### src/rtl/cva6_pma_table.sv
// cva6_pma_table: runtime-programmable PMA table with a two-stage back-pressured lookup pipeline
// Ports:
//   clk_i, rst_i              clock, asynchronous active-high reset
//   cfg_*                     config access: word index = region*4 + field
//                             field 0 base, 1 length, 2 attr {7 lock, 2 nonidem, 1 cached, 0 exec}, 3 reserved
//   lkp_*                     lookup request (valid/ready, address, tag)
//   rsp_*                     lookup response (valid/ready, tag, hit, region, exec, cached, nonidem)
module cva6_pma_table #(
    parameter int NrRegions = 4,
    parameter int AddrWidth = 64,
    parameter int IdWidth = 4,
    localparam int CfgAw = $clog2(NrRegions) + 2,
    localparam int RegW = (NrRegions > 1) ? $clog2(NrRegions) : 1
) (
    input  logic                 clk_i,
    input  logic                 rst_i,
    input  logic                 cfg_req_i,
    input  logic                 cfg_we_i,
    input  logic [CfgAw-1:0]     cfg_addr_i,
    input  logic [AddrWidth-1:0] cfg_wdata_i,
    output logic                 cfg_rvalid_o,
    output logic [AddrWidth-1:0] cfg_rdata_o,
    output logic                 cfg_err_o,
    input  logic                 lkp_valid_i,
    output logic                 lkp_ready_o,
    input  logic [AddrWidth-1:0] lkp_addr_i,
    input  logic [IdWidth-1:0]   lkp_id_i,
    output logic                 rsp_valid_o,
    input  logic                 rsp_ready_i,
    output logic [IdWidth-1:0]   rsp_id_o,
    output logic                 rsp_hit_o,
    output logic [RegW-1:0]      rsp_region_o,
    output logic                 rsp_exec_o,
    output logic                 rsp_cached_o,
    output logic                 rsp_nonidem_o
);
    logic [AddrWidth-1:0] base [NrRegions];
    logic [AddrWidth-1:0] len [NrRegions];
    logic [3:0]           attr [NrRegions];
    logic [CfgAw-1:0]     cfgRegionFull;
    logic [RegW-1:0]      cfgRegion;
    logic [1:0]           cfgField;
    logic                 cfgInRange, cfgLocked, cfgWrOk;
    logic [AddrWidth-1:0] cfgRdVal;
    logic                 s1Valid, s2Free;
    logic [AddrWidth-1:0] s1Addr;
    logic [IdWidth-1:0]   s1Id;
    logic                 mHit;
    logic [RegW-1:0]      mRegion;
    logic [2:0]           mAttr;

    assign cfgField      = cfg_addr_i[1:0];
    assign cfgRegionFull = cfg_addr_i >> 2;
    assign cfgRegion     = RegW'(cfgRegionFull);
    assign cfgInRange    = 32'(cfgRegionFull) < NrRegions;
    assign cfgLocked     = cfgInRange && attr[cfgRegion][3];
    assign cfgWrOk       = cfgInRange && !cfgLocked && cfgField != 2'd3;
    assign cfgRdVal      = !cfgInRange ? '0 :
                           cfgField == 2'd0 ? base[cfgRegion] :
                           cfgField == 2'd1 ? len[cfgRegion] :
                           cfgField == 2'd2 ? AddrWidth'({attr[cfgRegion][3], 4'b0, attr[cfgRegion][2:0]}) : '0;

    always_ff @(posedge clk_i or posedge rst_i) begin
        if (rst_i) begin
            for (int i = 0; i < NrRegions; i++) begin
                base[i] <= '0;
                len[i]  <= '0;
                attr[i] <= '0;
            end
        end else if (cfg_req_i && cfg_we_i && cfgWrOk) begin
            if (cfgField == 2'd0) base[cfgRegion] <= cfg_wdata_i;
            if (cfgField == 2'd1) len[cfgRegion] <= cfg_wdata_i;
            if (cfgField == 2'd2) attr[cfgRegion] <= {cfg_wdata_i[7], cfg_wdata_i[2:0]};
        end
    end

    always_ff @(posedge clk_i or posedge rst_i) begin
        if (rst_i) begin
            cfg_rvalid_o <= 1'b0;
            cfg_err_o    <= 1'b0;
            cfg_rdata_o  <= '0;
        end else begin
            cfg_rvalid_o <= cfg_req_i && !cfg_we_i;
            cfg_err_o    <= cfg_req_i && (cfg_we_i ? !cfgWrOk : !cfgInRange);
            if (cfg_req_i && !cfg_we_i) cfg_rdata_o <= cfgRdVal;
        end
    end

    // Walk downwards so the lowest matching index is the last one written.
    // The subtraction only matters when addr >= base, so it never wraps.
    always_comb begin
        mHit    = 1'b0;
        mRegion = '0;
        mAttr   = 3'b100;
        for (int i = NrRegions - 1; i >= 0; i--) begin
            if (len[i] != '0 && s1Addr >= base[i] && (s1Addr - base[i]) < len[i]) begin
                mHit    = 1'b1;
                mRegion = RegW'(i);
                mAttr   = attr[i][2:0];
            end
        end
    end

    assign s2Free      = !rsp_valid_o || rsp_ready_i;
    assign lkp_ready_o = !s1Valid || s2Free;

    always_ff @(posedge clk_i or posedge rst_i) begin
        if (rst_i) begin
            s1Valid       <= 1'b0;
            s1Addr        <= '0;
            s1Id          <= '0;
            rsp_valid_o   <= 1'b0;
            rsp_id_o      <= '0;
            rsp_hit_o     <= 1'b0;
            rsp_region_o  <= '0;
            rsp_exec_o    <= 1'b0;
            rsp_cached_o  <= 1'b0;
            rsp_nonidem_o <= 1'b0;
        end else begin
            if (lkp_valid_i && lkp_ready_o) begin
                s1Valid <= 1'b1;
                s1Addr  <= lkp_addr_i;
                s1Id    <= lkp_id_i;
            end else if (s2Free) begin
                s1Valid <= 1'b0;
            end
            if (s2Free) rsp_valid_o <= s1Valid;
            if (s1Valid && s2Free) begin
                rsp_id_o      <= s1Id;
                rsp_hit_o     <= mHit;
                rsp_region_o  <= mRegion;
                rsp_exec_o    <= mAttr[0];
                rsp_cached_o  <= mAttr[1];
                rsp_nonidem_o <= mAttr[2];
            end
        end
    end
endmodule

### config.mk
export PLATFORM = sky130hd
export DESIGN_NAME = cva6_pma_table
export DESIGN_NICKNAME = d
export VERILOG_FILES = /design/src/rtl/cva6_pma_table.sv
export SDC_FILE = /design/constraint.sdc
export NUM_CORES = 2
export LEC_CHECK = 0
export BUFFER_PORTS_ARGS = -buffer_cell sky130_fd_sc_hd__buf_2
export CAP_MARGIN = 30
export CORE_MARGIN = 8
export CORE_UTILIZATION = 55
export DETAILED_ROUTE_END_ITERATION = 8
export PLACE_DENSITY = 0.8
export SYNTH_ARGS = -nofsm -noshare
export SYNTH_HDL_FRONTEND = slang
export SYNTH_SLANG_ARGS = --single-unit
### constraint.sdc
create_clock -name clk_i -period 35.4 [get_ports clk_i]
set_input_delay 3.54 -clock clk_i [delete_from_list [all_inputs] [get_ports clk_i]]
set_output_delay 3.54 -clock clk_i [all_outputs]
set_load 0.005 [all_outputs]
==> impl_metrics.yaml <==
timing:
  max_slew_margin: 0.171
  period_share: 0.214
  slew_violations: 0
  tns_ns: 0
  clock_skew_ns: 0.0299
  fmax_mhz: 132
  rsz0062_at_grt: "false"
  min_period_ns: 7.58
  setup_viol: 0
  setup_slack_ns: 27.82
  tightestPinTransition_ns: 1.23
  hold_viol: 0
worst_hold_path:
  hp-class: "flip-flop to flip-flop"
pwr:
  power_per_cell_area_nw_per_um2: 69.9
  leakagePower_uw: 0.0256
  irDropWorstVdd_mv: 0.0403
routing:
  drt_iter0_markers: 5945
  routed-wl-met2_mm: 77.2
  met1Wirelength_mm: 72.9
  first_pass_iters: 6
  wl_met3_mm: 21.8
  wire_per_inst_um: 26.6
  totalWireLength_mm: 182
  drc: 0
  avgViaCountPerCell: 6.55
  maxUsedRoutingLayer: "met4"
  vias: 44900
  ant_nets: 0
die:
  ios: 220
  initial_utilization: 0.551
  row_count: 111
  die_h_um: 318
  die-area_um2: 101000
  die_width_um: 318
  coreArea_um2: 91100
finish:
  syn_to_final_growth_pct: 9.66
  final_area_um2: 55100
  drive_gt1_frac: 0.149
  fin_nets: 6247
  utilization: 0.605
setup_path:
  crit_type: "input pin to output pin"
  cp_cell_sequence: "buf_2, nand3b_1, buf_2"
  worstSetupStartpointType: "input pin"
  path_delay_family: "buffers and inverters"
  cp_slowest_stage_delay_ns: 0.23
  critPathRequiredTime_ns: 31.86
  worstPathArrival_ns: 4.04
  crit_path_max_fanout: 3
  slowest_stage: "nand3b_1"
  end_kind: "output pin"
  path_common_cell: "buf_2"
  crit_buf_inv: 2
synth:
  yosysSeqAreaShare: 0.336
  synth_area_leader_cell: "dfrtp_1"
  synth-main-ff-cell: "dfrtp_1"
  synth_seq_cells: 674
  synth_edf_count: 0
  synth_top_area_share: 0.336
  syn_nets: 6143
  avgSynthCellArea_um2: 9.15
  synthArstFlopShare: 1.00
  synth.distinct_cells: 86
  yosys-top-cells-area: "dfrtp_1 (34%), ha_1 (13%), mux2_2 (6.1%)"
  syn_inst: 5489
  syn_area_um2: 50200
  synth_warnings: 0
cts:
  hold_buffers: 0
  cts_root_buffer: "clkbuf_16"
  post_cts_buffers: 0
  tritoncts: "done"
  htree_levels: 3
  cts_buffers: 78
  cts_sinks: 674
  cts.path.max_buffers: 3
  cts_resized: 0
  clock_latency_ns: 0.67
  clk_pin_slew_ns: 0.06
placement:
  port_buffers: 219
  place_ws_ns: 27.82
  place_congestion: 1.07
  place_hpwl_mm: 142
  place_area_um2: 52400
global_routing:
  grt_pass1_vias: 43200
  grt_max_degree: 171
  grt_antenna_before_repair: 10
  grt_pass1_wl_mm: 271
  grt_usage: 0.346
  grt_overflow: 0
flow_run:
  drv_cap: 0
status:
  outcome: "complete, no violations"
-- report_power, final --
| group | switching, µW | internal, µW | leakage (µW) |
|---|---|---|---|
| logic | 1130 | 748 | 0.0163 |
| registers | 183 | 931 | 0.00808 |
| clock network | 360 | 500 | 0.00129 |
| total | 1670 | 2180 | 0.0256 |
-- kinds of logic (layout without fill, tap and decap cells) --
kind of cell,after synthesis,after routing,synth area share
AO/OA/AOI/OAI,1465,1465,0.178
AND/OR/NAND/NOR,1322,1322,0.123
buffers and inverters,807,970,0.0607
flip-flops,674,674,0.336
adder cells (fa/ha/maj),512,512,0.128
multiplexers,476,476,0.135
XOR/XNOR,233,233,0.0406
other,0,9,0
-- final timing paths --
path	slack [ns]	depth (start not counted)	from	end
max in group asynchronous	30.20	4	rst_i	cfg_rdata_o[41]
min in group asynchronous	3.08	2	rst_i	s1Addr[12]
worst max-delay path	27.82	3	rsp_ready_i	lkp_ready_o
worst min-delay path	0.47	1	attr[7]	attr[7]
worst max register to register	27.84	23	s1Addr[12]	rsp_nonidem_o
worst min register to register	0.47	1	attr[7]	attr[7]
-- layout by cell type (no fill, tap or decap), types with 63 or more instances in the layout --
cell         n
inv_1      577
mux2_2     274
dfrtp_1    674
nand3_1     63
a21o_1     213
nor4_1      86
nand2_1    617
clkbuf_16   78
ha_1       508
nor2_1     207
nand4_1    114
xnor2_1    155
a21oi_1    347
o21ai_0    566
mux4_2     132
buf_2      216
xor2_1      78
mux2i_1     70
-- Yosys cell counts, types with 78 or more instances --
cell type  instances
nor2_1           210
a21o_1           213
ha_1             508
o21ai_0          566
xnor2_1          155
clkbuf_1         180
mux2_2           274
nor4_1            87
mux4_2           132
nand2_1          618
dfrtp_1          674
a21oi_1          347
xor2_1            78
inv_1            578
nand4_1          114
-- worst reg2reg max path, stage by stage, from the launching register on --
cell	delay, ns
dfrtp_1	0.46
ha_1	0.44
and4_1	0.28
and3_1	0.16
nand3_1	0.18
o32ai_1	0.39
o21ai_1	0.26
a311oi_1	0.60
a21o_1	0.41
o2111ai_1	0.26
o21ai_1	0.36
mux2i_1	0.12
nor4_1	0.35
ha_1	0.19
nand2_1	0.07
or3_1	0.40
nor3_1	0.68
nor3b_1	0.52
nand2_1	0.12
o2bb2ai_1	0.19
a221oi_1	0.17
a21oi_1	0.40
inv_1	0.14
o31a_1	0.31
-- per-stage QoR --
stage	instances	total power, µW	hold WS, ns
6_report	6847	3850	0.472
5_1_grt	6844	4050	0.484
4_1_cts	6836	3790	0.471
3_5_place_dp	6697	2920	0.457
3_3_place_gp	6693	2870	0.432
2_1_floorplan	5489	2320	0.423
-- registers in the layout, summed over array words and instances, names as in the netlist, 2 cells and up --
name and flops:
base 256, len 256, cfg_rdata_o 64, s1Addr 64, attr 16, rsp_id_o 4, s1Id 4, rsp_region_o 2
-- per-layer routing --
metal,up-vias,global-route usage
met2,2780,0.515
met5,-,0
li1,19800,-
met4,0,0.170
met3,532,0.0913
met1,21700,0.466
-- area by class of cell --
cell class              count  area [µm²]
well taps                1186        1480
multi-input cells        4008       30400
flip-flops and latches    674       16900
repair buffers            253        1470
inverters                 578        2180
clock inverters            38         515
clock buffers             101        2160
diodes                      9        22.5
fillers                  7777       36000
Note: power is estimated with default switching activity, not from simulation.
